$ cat src/rtl/if_trace_unit.sv
// rtl/if_trace_unit.sv - instruction-fetch trace unit pairing grants with responses and queueing filtered records
//
// Purpose: tracks outstanding fetch grants in an address FIFO, pairs each fetch
// response with the oldest granted address, filters by instruction class and
// queues {instr, addr, time} records in an output FIFO drained by a
// valid/ready handshake. Protocol violations latch a sticky error state.
//
// Ports:
//   clk, rst                  clock, synchronous active-high reset
//   counter                   free-running timestamp
//   instr_gnt, instr_addr     fetch grant and its address
//   instr_rvalid, instr_rdata fetch response and instruction word
//   trace_en, filter_mode     recording enable, class filter select
//   trace_valid, trace_ready  record handshake
//   trace_instr/addr/time     record payload (head of output FIFO, zero when empty)
//   drop_count                saturating count of records lost to a full output FIFO
//   proto_err                 sticky protocol-error flag
module if_trace_unit #(
    parameter int INSTR_ADDR_WIDTH = 16,
    parameter int INSTR_DATA_WIDTH = 32,
    parameter int COUNTER_WIDTH    = 32,
    parameter int ADDR_DEPTH       = 4,
    parameter int OUT_DEPTH        = 4
) (
    input  logic                        clk,
    input  logic                        rst,
    input  logic [COUNTER_WIDTH-1:0]    counter,
    input  logic                        instr_gnt,
    input  logic [INSTR_ADDR_WIDTH-1:0] instr_addr,
    input  logic                        instr_rvalid,
    input  logic [INSTR_DATA_WIDTH-1:0] instr_rdata,
    input  logic                        trace_en,
    input  logic [1:0]                  filter_mode,
    output logic                        trace_valid,
    input  logic                        trace_ready,
    output logic [INSTR_DATA_WIDTH-1:0] trace_instr,
    output logic [INSTR_ADDR_WIDTH-1:0] trace_addr,
    output logic [COUNTER_WIDTH-1:0]    trace_time,
    output logic [15:0]                 drop_count,
    output logic                        proto_err
);

    localparam int AP = $clog2(ADDR_DEPTH);
    localparam int OP = $clog2(OUT_DEPTH);
    localparam int RW = INSTR_DATA_WIDTH + INSTR_ADDR_WIDTH + COUNTER_WIDTH;

    typedef enum logic {RUN, ERROR} state_t;
    state_t state, state_next;

    // Address FIFO: pointers carry one extra wrap bit to tell full from empty.
    logic [INSTR_ADDR_WIDTH-1:0] addr_mem [ADDR_DEPTH];
    logic [AP:0] a_wr, a_rd;
    logic        a_empty, a_full, a_push, a_pop;
    logic [INSTR_ADDR_WIDTH-1:0] a_head;

    assign a_empty = (a_wr == a_rd);
    assign a_full  = (a_wr[AP] != a_rd[AP]) && (a_wr[AP-1:0] == a_rd[AP-1:0]);
    assign a_head  = addr_mem[a_rd[AP-1:0]];
    assign a_pop   = instr_rvalid && !a_empty;
    // A full FIFO still takes a grant when the head leaves in the same cycle.
    assign a_push  = instr_gnt && (!a_full || a_pop);

    always_ff @(posedge clk) begin
        if (a_push) begin
            addr_mem[a_wr[AP-1:0]] <= instr_addr;
        end
    end

    always_ff @(posedge clk) begin
        if (rst) begin
            a_wr <= '0;
            a_rd <= '0;
        end else begin
            if (a_push) a_wr <= a_wr + 1'b1;
            if (a_pop)  a_rd <= a_rd + 1'b1;
        end
    end

    // Instruction classification on the RISC-V major opcode.
    logic [6:0] opcode;
    logic       is_ls, is_cf, match;

    assign opcode = instr_rdata[6:0];
    assign is_ls  = (opcode == 7'b0000011) || (opcode == 7'b0100011);
    assign is_cf  = (opcode == 7'b1100011) || (opcode == 7'b1101111) ||
                    (opcode == 7'b1100111);

    always_comb begin
        match = 1'b0;
        case (filter_mode)
            2'd0:    match = is_ls;
            2'd1:    match = is_cf;
            2'd2:    match = 1'b1;
            default: match = is_ls || is_cf;
        endcase
    end

    // Output record FIFO.
    logic [RW-1:0] out_mem [OUT_DEPTH];
    logic [OP:0]   o_wr, o_rd;
    logic          o_empty, o_full, o_pop, o_push, rec_want, rec_drop;
    logic [RW-1:0] o_head;

    assign o_empty  = (o_wr == o_rd);
    assign o_full   = (o_wr[OP] != o_rd[OP]) && (o_wr[OP-1:0] == o_rd[OP-1:0]);
    assign o_pop    = trace_valid && trace_ready;
    assign rec_want = a_pop && trace_en && match && (state == RUN);
    assign o_push   = rec_want && (!o_full || o_pop);
    assign rec_drop = rec_want && o_full && !o_pop;

    always_ff @(posedge clk) begin
        if (o_push) begin
            out_mem[o_wr[OP-1:0]] <= {instr_rdata, a_head, counter};
        end
    end

    always_ff @(posedge clk) begin
        if (rst) begin
            o_wr       <= '0;
            o_rd       <= '0;
            drop_count <= '0;
        end else begin
            if (o_push) o_wr <= o_wr + 1'b1;
            if (o_pop)  o_rd <= o_rd + 1'b1;
            if (rec_drop && (drop_count != 16'hFFFF)) begin
                drop_count <= drop_count + 16'd1;
            end
        end
    end

    // Payload reads as zero while empty so stale storage never leaks out.
    assign o_head      = o_empty ? '0 : out_mem[o_rd[OP-1:0]];
    assign trace_valid = !o_empty;
    assign trace_instr = o_head[RW-1 -: INSTR_DATA_WIDTH];
    assign trace_addr  = o_head[COUNTER_WIDTH +: INSTR_ADDR_WIDTH];
    assign trace_time  = o_head[COUNTER_WIDTH-1:0];

    // Protocol FSM: a response with nothing outstanding (a same-cycle grant
    // gives no credit) or a grant overflowing the address FIFO is fatal.
    always_ff @(posedge clk) begin
        if (rst) state <= RUN;
        else     state <= state_next;
    end

    always_comb begin
        state_next = state;
        proto_err  = (state == ERROR);
        if (state == RUN) begin
            if ((instr_rvalid && a_empty) || (instr_gnt && a_full && !a_pop)) begin
                state_next = ERROR;
            end
        end
    end

endmodule

$ cat config.mk
export PLATFORM = sky130hd
export DESIGN_NAME = if_trace_unit
export DESIGN_NICKNAME = d
export VERILOG_FILES = /design/src/rtl/if_trace_unit.sv
export SDC_FILE = /design/constraint.sdc
export NUM_CORES = 1
export LEC_CHECK = 0
export ABC_AREA = 1
export CORE_UTILIZATION = 45
export DETAILED_ROUTE_END_ITERATION = 16
export DONT_BUFFER_PORTS = 1
export PLACE_DENSITY_LB_ADDON = 0.15
export REMOVE_ABC_BUFFERS = 1
export SLEW_MARGIN = 15
export SYNTH_ARGS = -nofsm -noshare
export SYNTH_HDL_FRONTEND = slang
export SYNTH_SLANG_ARGS = --single-unit
$ cat constraint.sdc
create_clock -name clk -period 9.7 [get_ports clk]
set_input_delay 1.94 -clock clk [delete_from_list [all_inputs] [get_ports clk]]
set_output_delay 1.94 -clock clk [all_outputs]
set_load 0.05 [all_outputs]
* Word level (Yosys, flattened, before mapping)
Memory sizes are Yosys's and may differ from the RTL's. A register that Yosys moved wholly into a read port is not among the register bits.
Index checks and enable logic that the tools add are counted.
** Storage, ports and cells
- Register bits :: 29
- Bits in writable memories :: 384
- Output and inout port bits :: 98
- Memories :: 2
** Operators by class
- Add/sub/neg operators :: 5
- Equality and inequality tests :: 14
- Muxes and demuxes :: 12
- Bitwise logic cells :: 1
- Reduce and logical (&&, ||, !) cells :: 29
** Memory list
- out_mem :: depth 4, width 80, read ports 1, clocked after Yosys merged registers in 1, wr ports 1, line 99 : logic [RW-1:0] out_mem [OUT_DEPTH];
- addr_mem :: depth 4, width 16, read ports 1, clocked after Yosys merged registers in 1, wr ports 1, line 51 : logic [INSTR_ADDR_WIDTH-1:0] addr_mem [ADDR_DEPTH];
** Operators by type and width (count)
- 80-bit two-way mux :: 1
- 7-bit == test, second input constant :: 3
- 16-bit by 1-bit adder with 16-bit output, second input constant :: 1
- 16-bit != test, second input constant :: 1
- 1-bit logical AND :: 15
- 3-bit by 1-bit adder with 3-bit output, second input constant :: 4
- 2-bit two-way mux :: 4
- 7-bit by 2-bit == test with 1-bit output, second input constant :: 1
- 7-bit by 6-bit == test with 1-bit output, second input constant :: 1
- 1-bit logical OR :: 7
- 3-bit == test :: 2
- 1-bit zero test :: 6
- 1-bit two-way mux :: 6
- 2-bit == test :: 2
- 1-bit one-hot mux with 3 select lines :: 1
- 2-bit by 1-bit == test with 1-bit output, second input constant :: 1
- 2-bit == test, second input constant :: 1
- 2-bit zero test :: 1
- 1-bit != test :: 2
- 1-bit inverter :: 1

* Logic depth before layout (Yosys ltp)
Gate-level depths: netlist of the first run.
- Depth in word-level cells :: 10
- Mapped depth :: 13
- Mapped depth without buffers :: 12

* Worst setup path after synthesis of the first run
Ideal clock, no wire load.
- Path kind :: in2reg
- Start :: in instr_rdata[4]
- End :: mem out_mem[0][0] in the netlist's numbering (enable)
- Arrival time :: 6145 ps
- Data required time :: 9181 ps
- Slack :: 3036 ps
- Cell stages on the path :: 9
- Cells stage by stage :: nor2_1 > nand3_1 > nand2_1 > nand2_2 > nor2_8 > nand2_4 > nor2_1 > inv_1 > nor2_1
** On the way
- Longest elaborated chain between the ends :: 10
** RTL lines
- start, declared :: line 31 : input logic [INSTR_DATA_WIDTH-1:0] instr_rdata,
- 7-bit == test :: line 85 : assign is_cf = (opcode == 7'b1100011) || (opcode == 7'b1101111) ||
- 1-bit logical OR (2 in a row) :: line 85
- 1-bit logical OR :: line 94 : default: match = is_ls || is_cf;
- 1-bit one-hot mux with 3 select lines * :: line 90 : case (filter_mode)
- 1-bit logical AND * (2 in a row) :: line 107 : assign rec_want = a_pop && trace_en && match && (state == RUN);
- 1-bit logical AND * :: line 108 : assign o_push = rec_want && (!o_full || o_pop);
- 1-bit two-way mux * :: line 112 : if (o_push) begin
- 1-bit two-way mux (implied by the code) * :: line 113 : out_mem[o_wr[OP-1:0]] <= {instr_rdata, a_head, counter};
- end, declared :: line 99
Every way passes the cells marked *; elsewhere a longest branch is shown, timed or not.

==> out/qor.yml, run 1 <==
grt:
  grt_pass1_wl_microns: 54100
  grt-ovfl-total: 0
  grt_usage_pct: 18.4
  grt_max_degree: 105
  first_global_vias: 9706
  grt_antenna_before_repair: 0
setup_path:
  r2r-start: "proto_err$_SDFF_PP0_"
  r2r_slack_ns: 6.12
  r2r_end: "out_mem[2][70]$_DFFE_PP_"
  endpoint_kind: "primary output"
  ff2ff_path_depth: 8
  crit_fanout: 102
  start_kind: "flip-flop"
  cp.arrival_ns: 3.57
  required_ns: 7.76
  worstSetupPathType: "flip-flop to primary output"
floorplan:
  ios: 186
  die_x_microns: 195
  die_y_microns: 195
  die-area_sq_um: 37900
  core_sq_um: 36600
  start_util_pct: 45.6
  std_cell_rows: 70
pwr:
  pwr-share-clk_pct: 34.1
  fin_total_pwr_mw: 4.66
  combPwrFrac_pct: 21.3
  vdd_drop_max_mv: 0.146
  p_int_mw: 3.12
  switching_share_pct: 33.0
  power.density_nw_per_um2: 252
  p_leak_nw: 6.68
  power.switching_mw: 1.54
  p_seq_share_pct: 44.6
hold_path:
  hp-class: "flip-flop to flip-flop"
  min_to: "o_rd[2]$_SDFFE_PP0P_"
  hold_start: "o_rd[2]$_SDFFE_PP0P_"
  hold_depth: 2
timing:
  fin_tns_setup_ns: 0
  fmax_mhz: 181
  setup_viol: 0
  finalMaxSlewViolations: 0
  slew_headroom_pct: 24.7
  period_share_pct: 56.8
  clock_skew_ns: 0.0197
  tightestPinTransition_ns: 1.13
  grt_setup_unrepaired: "false"
  hold_viol: 0
  period_minus_slack_ns: 5.51
cts:
  cts_hold_buf: 0
  cts_resized: 0
  cts_max_level: 2
  cts-buffers-inserted: 44
  cts.path.max_buffers: 3
  clk_pin_slew_ns: 0.06
  cts_setup_buffers: 0
  cts_tree: "yes"
  clock_sinks: 417
  clock_latency_ns: 0.56
  cts-root-buf: "clkbuf_16"
finish:
  final_common_cell: "edfxtp_1"
  mostFrequentLayoutCells: "edfxtp_1 (384), nor2_1 (320), nand2_1 (134)"
  fillers: 3150
  drive_gt1_share_pct: 7.19
  nets: 1458
  n_antenna_cell: 0
  area_growth_pct: 10.6
logic_synthesis:
  synth_cell_type_count: 33
  yosys_register_bits: 417
  netlist_area_sq_um: 16700
  syn_inst: 1374
  yosys_warnings: 0
  synth_area_per_cell_sq_um: 12.2
  ys_seq_area_share_pct: 73.0
detailed_routing:
  vias_per_cell: 5.31
  drtAntennaViolNets: 0
  first_pass_iters: 5
  drc: 0
  wirelength_microns: 34400
  via_count: 9880
  wl_per_cell_microns: 18.5
  drt-initial-drc-count: 518
placement:
  place_congestion: 0.754
  dp_hpwl_microns: 19000
  numPortBuffers: 0
status:
  status: "complete, no violations"
run:
  maxCapViolations: 0
-- stage by stage --
step / util [%] / std cells / cell area [sq um] / hold slack [ns] / setup slack, ns
floorplan: - / 1302 / 16400 / 0.442 / 2.60
global placement: 46.7 / 1781 / 17100 / 0.459 / 4.65
detailed placement: 46.7 / 1781 / 17100 / 0.467 / 4.59
CTS: 50.5 / 1859 / 18500 / 0.476 / 4.07
global route: 50.5 / 1859 / 18500 / 0.505 / 3.85
finish: 50.5 / 1859 / 18500 / 0.478 / 4.19
-- routing by layer --
layer  part of all wire, %  global-route usage (%)
met1                    44                    24.6
met2                    47                    29.3
met3                   6.6                    4.72
met4                   2.0                    5.97
met5                     0                       0
-- logic make-up after synthesis --
logic type / count (synthesis) / share of synthesized area [%]
simple gates: 502 / 12.1
flops: 417 / 73.0
compound gates: 237 / 9.03
buf+inv: 203 / 4.85
fa+ha+maj: 11 / 0.824
xor+xnor: 4 / 0.255
-- final cells by class --
class / count / area (sq um) / area share (%)
inverter: 131 / 494 / 2.68
sequential: 417 / 12200 / 66.0
clock buffer: 53 / 1190 / 6.43
tap: 468 / 586 / 3.17
timing repair buffer: 11 / 82.6 / 0.447
multi-input combinational: 754 / 3750 / 20.3
clock inverter: 25 / 179 / 0.968
-- worst max-delay path: stages (launching register included) --
cell and delay (ns):
dfxtp_4 0.52, inv_4 0.57, buf_4 0.94, nor2_1 0.07, o32ai_1 0.39, nand2_1 0.09
inv_1 0.35
-- state kept, by name, summed over array words and instances, names as in the netlist, named ones only --
register and cells:
o_rd 3, drop_count 16, out_mem 320, a_wr 3
o_wr 3, proto_err 1, addr_mem 64, a_rd 3
-- cell usage after synthesis, drive strengths merged --
cell	count	area share [%]
nor2	329	7.5
and3	2	0.075
nor3	2	0.060
xnor2	2	0.15
ha	11	0.82
nand3	11	0.39
nand4	10	0.37
buf	33	1.0
nor4	1	0.037
o32ai	80	4.2
dfxtp	33	4.0
edfxtp	384	69
nor3b	1	0.045
inv	131	2.9
or2	1	0.037
xor2	2	0.10
clkbuf	39	0.88
o22ai	17	0.64
a21oi	11	0.33
nand2	142	3.4
nand3b	3	0.13
o21ai	129	3.9
-- power by group through the flow --
stage	clock [mW]	sequential, mW	combinational [mW]
2_1_floorplan	0	2.12	0.804
3_3_place_gp	0	2.12	0.999
3_5_place_dp	0	2.12	1.00
4_1_cts	1.63	2.08	1.00
5_1_grt	1.70	2.09	1.07
6_report	1.59	2.08	0.992
-- how the worst max path moves through the flow --
stage / from / endpoint / slack, ns / cells after the start
6_report: flip-flop / trace_time[14] / 4.19 / 6
5_1_grt: flip-flop / trace_instr[15] / 3.85 / 6
4_1_cts: flip-flop / trace_instr[15] / 4.07 / 6
3_5_place_dp: instr_rdata[4] / out_mem[2][7]$_DFFE_PP_ / 4.59 / 10
3_3_place_gp: instr_rdata[4] / out_mem[1][21]$_DFFE_PP_ / 4.65 / 10
2_1_floorplan: flip-flop / trace_addr[0] / 2.60 / 5
No activity file was read; power rests on OpenSTA's default activity.
==> run 2, diff against run 1 <==
clock period = 5.8 ns   (was 9.7 ns; I/O delays follow)
==> out/qor.yml, run 2 (synthesis gave the netlist of run 1 again) <==
finish:
  drive_gt1_share_pct: 7.10
  final_common_cell: "edfxtp_1"
  final_cell_area_sq_um: 18600
  nets: 1461
  largest_register_ffs: 320
  n_antenna_cell: 0
  mostFrequentLayoutCells: "edfxtp_1 (384), nor2_1 (320), nand2_1 (134)"
  area_growth_pct: 11.5
placement:
  place_congestion: 0.721
  dp_hpwl_microns: 19600
  numPortBuffers: 0
  dpl_cell_area_sq_um: 17200
cts:
  cts_setup_buffers: 0
  cts_tree: "yes"
  cts_max_level: 2
  cts_resized: 0
  clk_pin_slew_ns: 0.06
  cts-buffers-inserted: 45
  cts_hold_buf: 0
  clock_latency_ns: 0.56
  clock_sinks: 417
  cts.path.max_buffers: 3
  cts-root-buf: "clkbuf_16"
floorplan:
  die-area_sq_um: 37900
  start_util_pct: 45.6
  ios: 186
  std_cell_rows: 70
  core_sq_um: 36600
  die_x_microns: 195
  die_y_microns: 195
setup_path:
  ff2ff_path_depth: 8
  r2r-start: "proto_err$_SDFF_PP0_"
  start_kind: "flip-flop"
  required_ns: 4.64
  cp.arrival_ns: 3.20
  r2r_slack_ns: 2.71
  crit_slowest_cell: "inv_4"
  cp_cell_sequence: "inv_4 > buf_4 > nor2_1 > o32ai_1 > nand2_1 > inv_1"
  endpoint_kind: "primary output"
  crit_fanout: 94
  path_depth: 6
  crit_end: "trace_addr[1]"
  r2r_end: "out_mem[2][70]$_DFFE_PP_"
  cp_num_buf_inv: 3
  worstSetupPathType: "flip-flop to primary output"
  crit_path_max_incr_delay_ns: 0.70
  crit_family: "buffers and inverters"
pwr:
  power.density_nw_per_um2: 426
  p_leak_nw: 6.74
  vdd_drop_max_mv: 0.241
timing:
  period_minus_slack_ns: 4.36
  fmax_mhz: 229
  clock_skew_ns: 0.0185
  grt_setup_unrepaired: "false"
  finalMaxSlewViolations: 0
  period_share_pct: 75.2
  tightestPinTransition_ns: 0.985
  fin_tns_setup_ns: 0
  setup_viol: 0
  hold_viol: 0
  slew_headroom_pct: 34.3
hold_path:
  hp-class: "flip-flop to flip-flop"
  hold_depth: 2
detailed_routing:
  wl_per_cell_microns: 18.5
  vias_per_cell: 5.33
  via_count: 9926
  wirelength_microns: 34400
  first_pass_iters: 4
  drc: 0
  drt-initial-drc-count: 405
  drtAntennaViolNets: 0
grt:
  grt_usage_pct: 18.5
  first_global_vias: 9705
  grt-ovfl-total: 0
  grt_max_degree: 95
  grt_antenna_before_repair: 0
  grt_pass1_wl_microns: 54300
run:
  maxCapViolations: 0
status:
  status: "complete, no violations"
==> run 2: cell types whose count changed in the layout (fill, tap and decap cells not counted) <==
cell	before	now
clkbuf_8	1	0
clkbuf_1	6	8
clkinv_1	11	13
buf_12	0	4
clkinv_4	0	1
clkbuf_16	46	47
inv_6	2	1
clkinvlp_4	4	1
buf_4	11	9
clkinv_2	6	3
bufinv_16	2	5
==> run 2: final cells by class <==
type                            count  area [sq um]
Multi-Input combinational cell    754          3750
Sequential cell                   417         12200
Clock inverter                     24           239
Inverter                          131           494
Timing Repair Buffer               13           148
Fill cell                        3178         18000
Clock buffer                       55          1210
Tap cell                          468           586
==> run 2: worst register-to-register path, cell delays in order (launching register included) <==
cell	delay [ns]
dfxtp_1	0.48
nor2_1	0.31
nand2_2	0.13
nor2_8	0.16
nand2_4	0.07
nor2_1	0.20
inv_1	0.25
nor2_4	0.66
buf_12	0.38
==> run 2: routing by layer <==
metal  vias up  wire [microns]  global-route usage (%)  share of wire (%)
met1      4851           15800                    24.7                 46
met4         0             643                    5.88                1.9
met2       220           15900                    29.4                 46
met5         -               0                       0                  0
met3        53            2030                    4.86                5.9
li1       4802               -                       -                  -
==> run 2: per-stage QoR <==
step | utilization, % | total power, mW | hold slack (ns) | cells | worst slack (ns)
after floorplan | - | 4.90 | 0.442 | 1302 | -0.518
after global placement | 46.9 | 5.22 | 0.486 | 1783 | 1.95
after detailed placement | 46.9 | 5.23 | 0.491 | 1783 | 1.92
after CTS | 50.9 | 8.03 | 0.503 | 1862 | 1.31
after global routing | 50.9 | 8.27 | 0.524 | 1862 | 1.12
final | 50.9 | 7.94 | 0.502 | 1862 | 1.44
==> run 2: worst min path at each step <==
stage / from / to / slack [ns]
finish: o_rd[2]$_SDFFE_PP0P_ / o_rd[2]$_SDFFE_PP0P_ / 0.50
global placement: o_rd[2]$_SDFFE_PP0P_ / o_rd[2]$_SDFFE_PP0P_ / 0.49
detailed placement: o_rd[2]$_SDFFE_PP0P_ / o_rd[2]$_SDFFE_PP0P_ / 0.49
floorplan: o_rd[2]$_SDFFE_PP0P_ / o_rd[2]$_SDFFE_PP0P_ / 0.44
global route: o_rd[2]$_SDFFE_PP0P_ / o_rd[2]$_SDFFE_PP0P_ / 0.52
CTS: o_rd[2]$_SDFFE_PP0P_ / o_rd[2]$_SDFFE_PP0P_ / 0.50
==> run 2: power by group <==
| part | total [mW] | leakage (nW) | switching (mW) | internal, mW |
|---|---|---|---|---|
| Sequential | 3.49 | 3.74 | 0.113 | 3.38 |
| Combinational | 1.65 | 2.30 | 1.35 | 0.302 |
| Clock | 2.79 | 0.700 | 1.10 | 1.69 |
| Total | 7.94 | 6.74 | 2.57 | 5.37 |
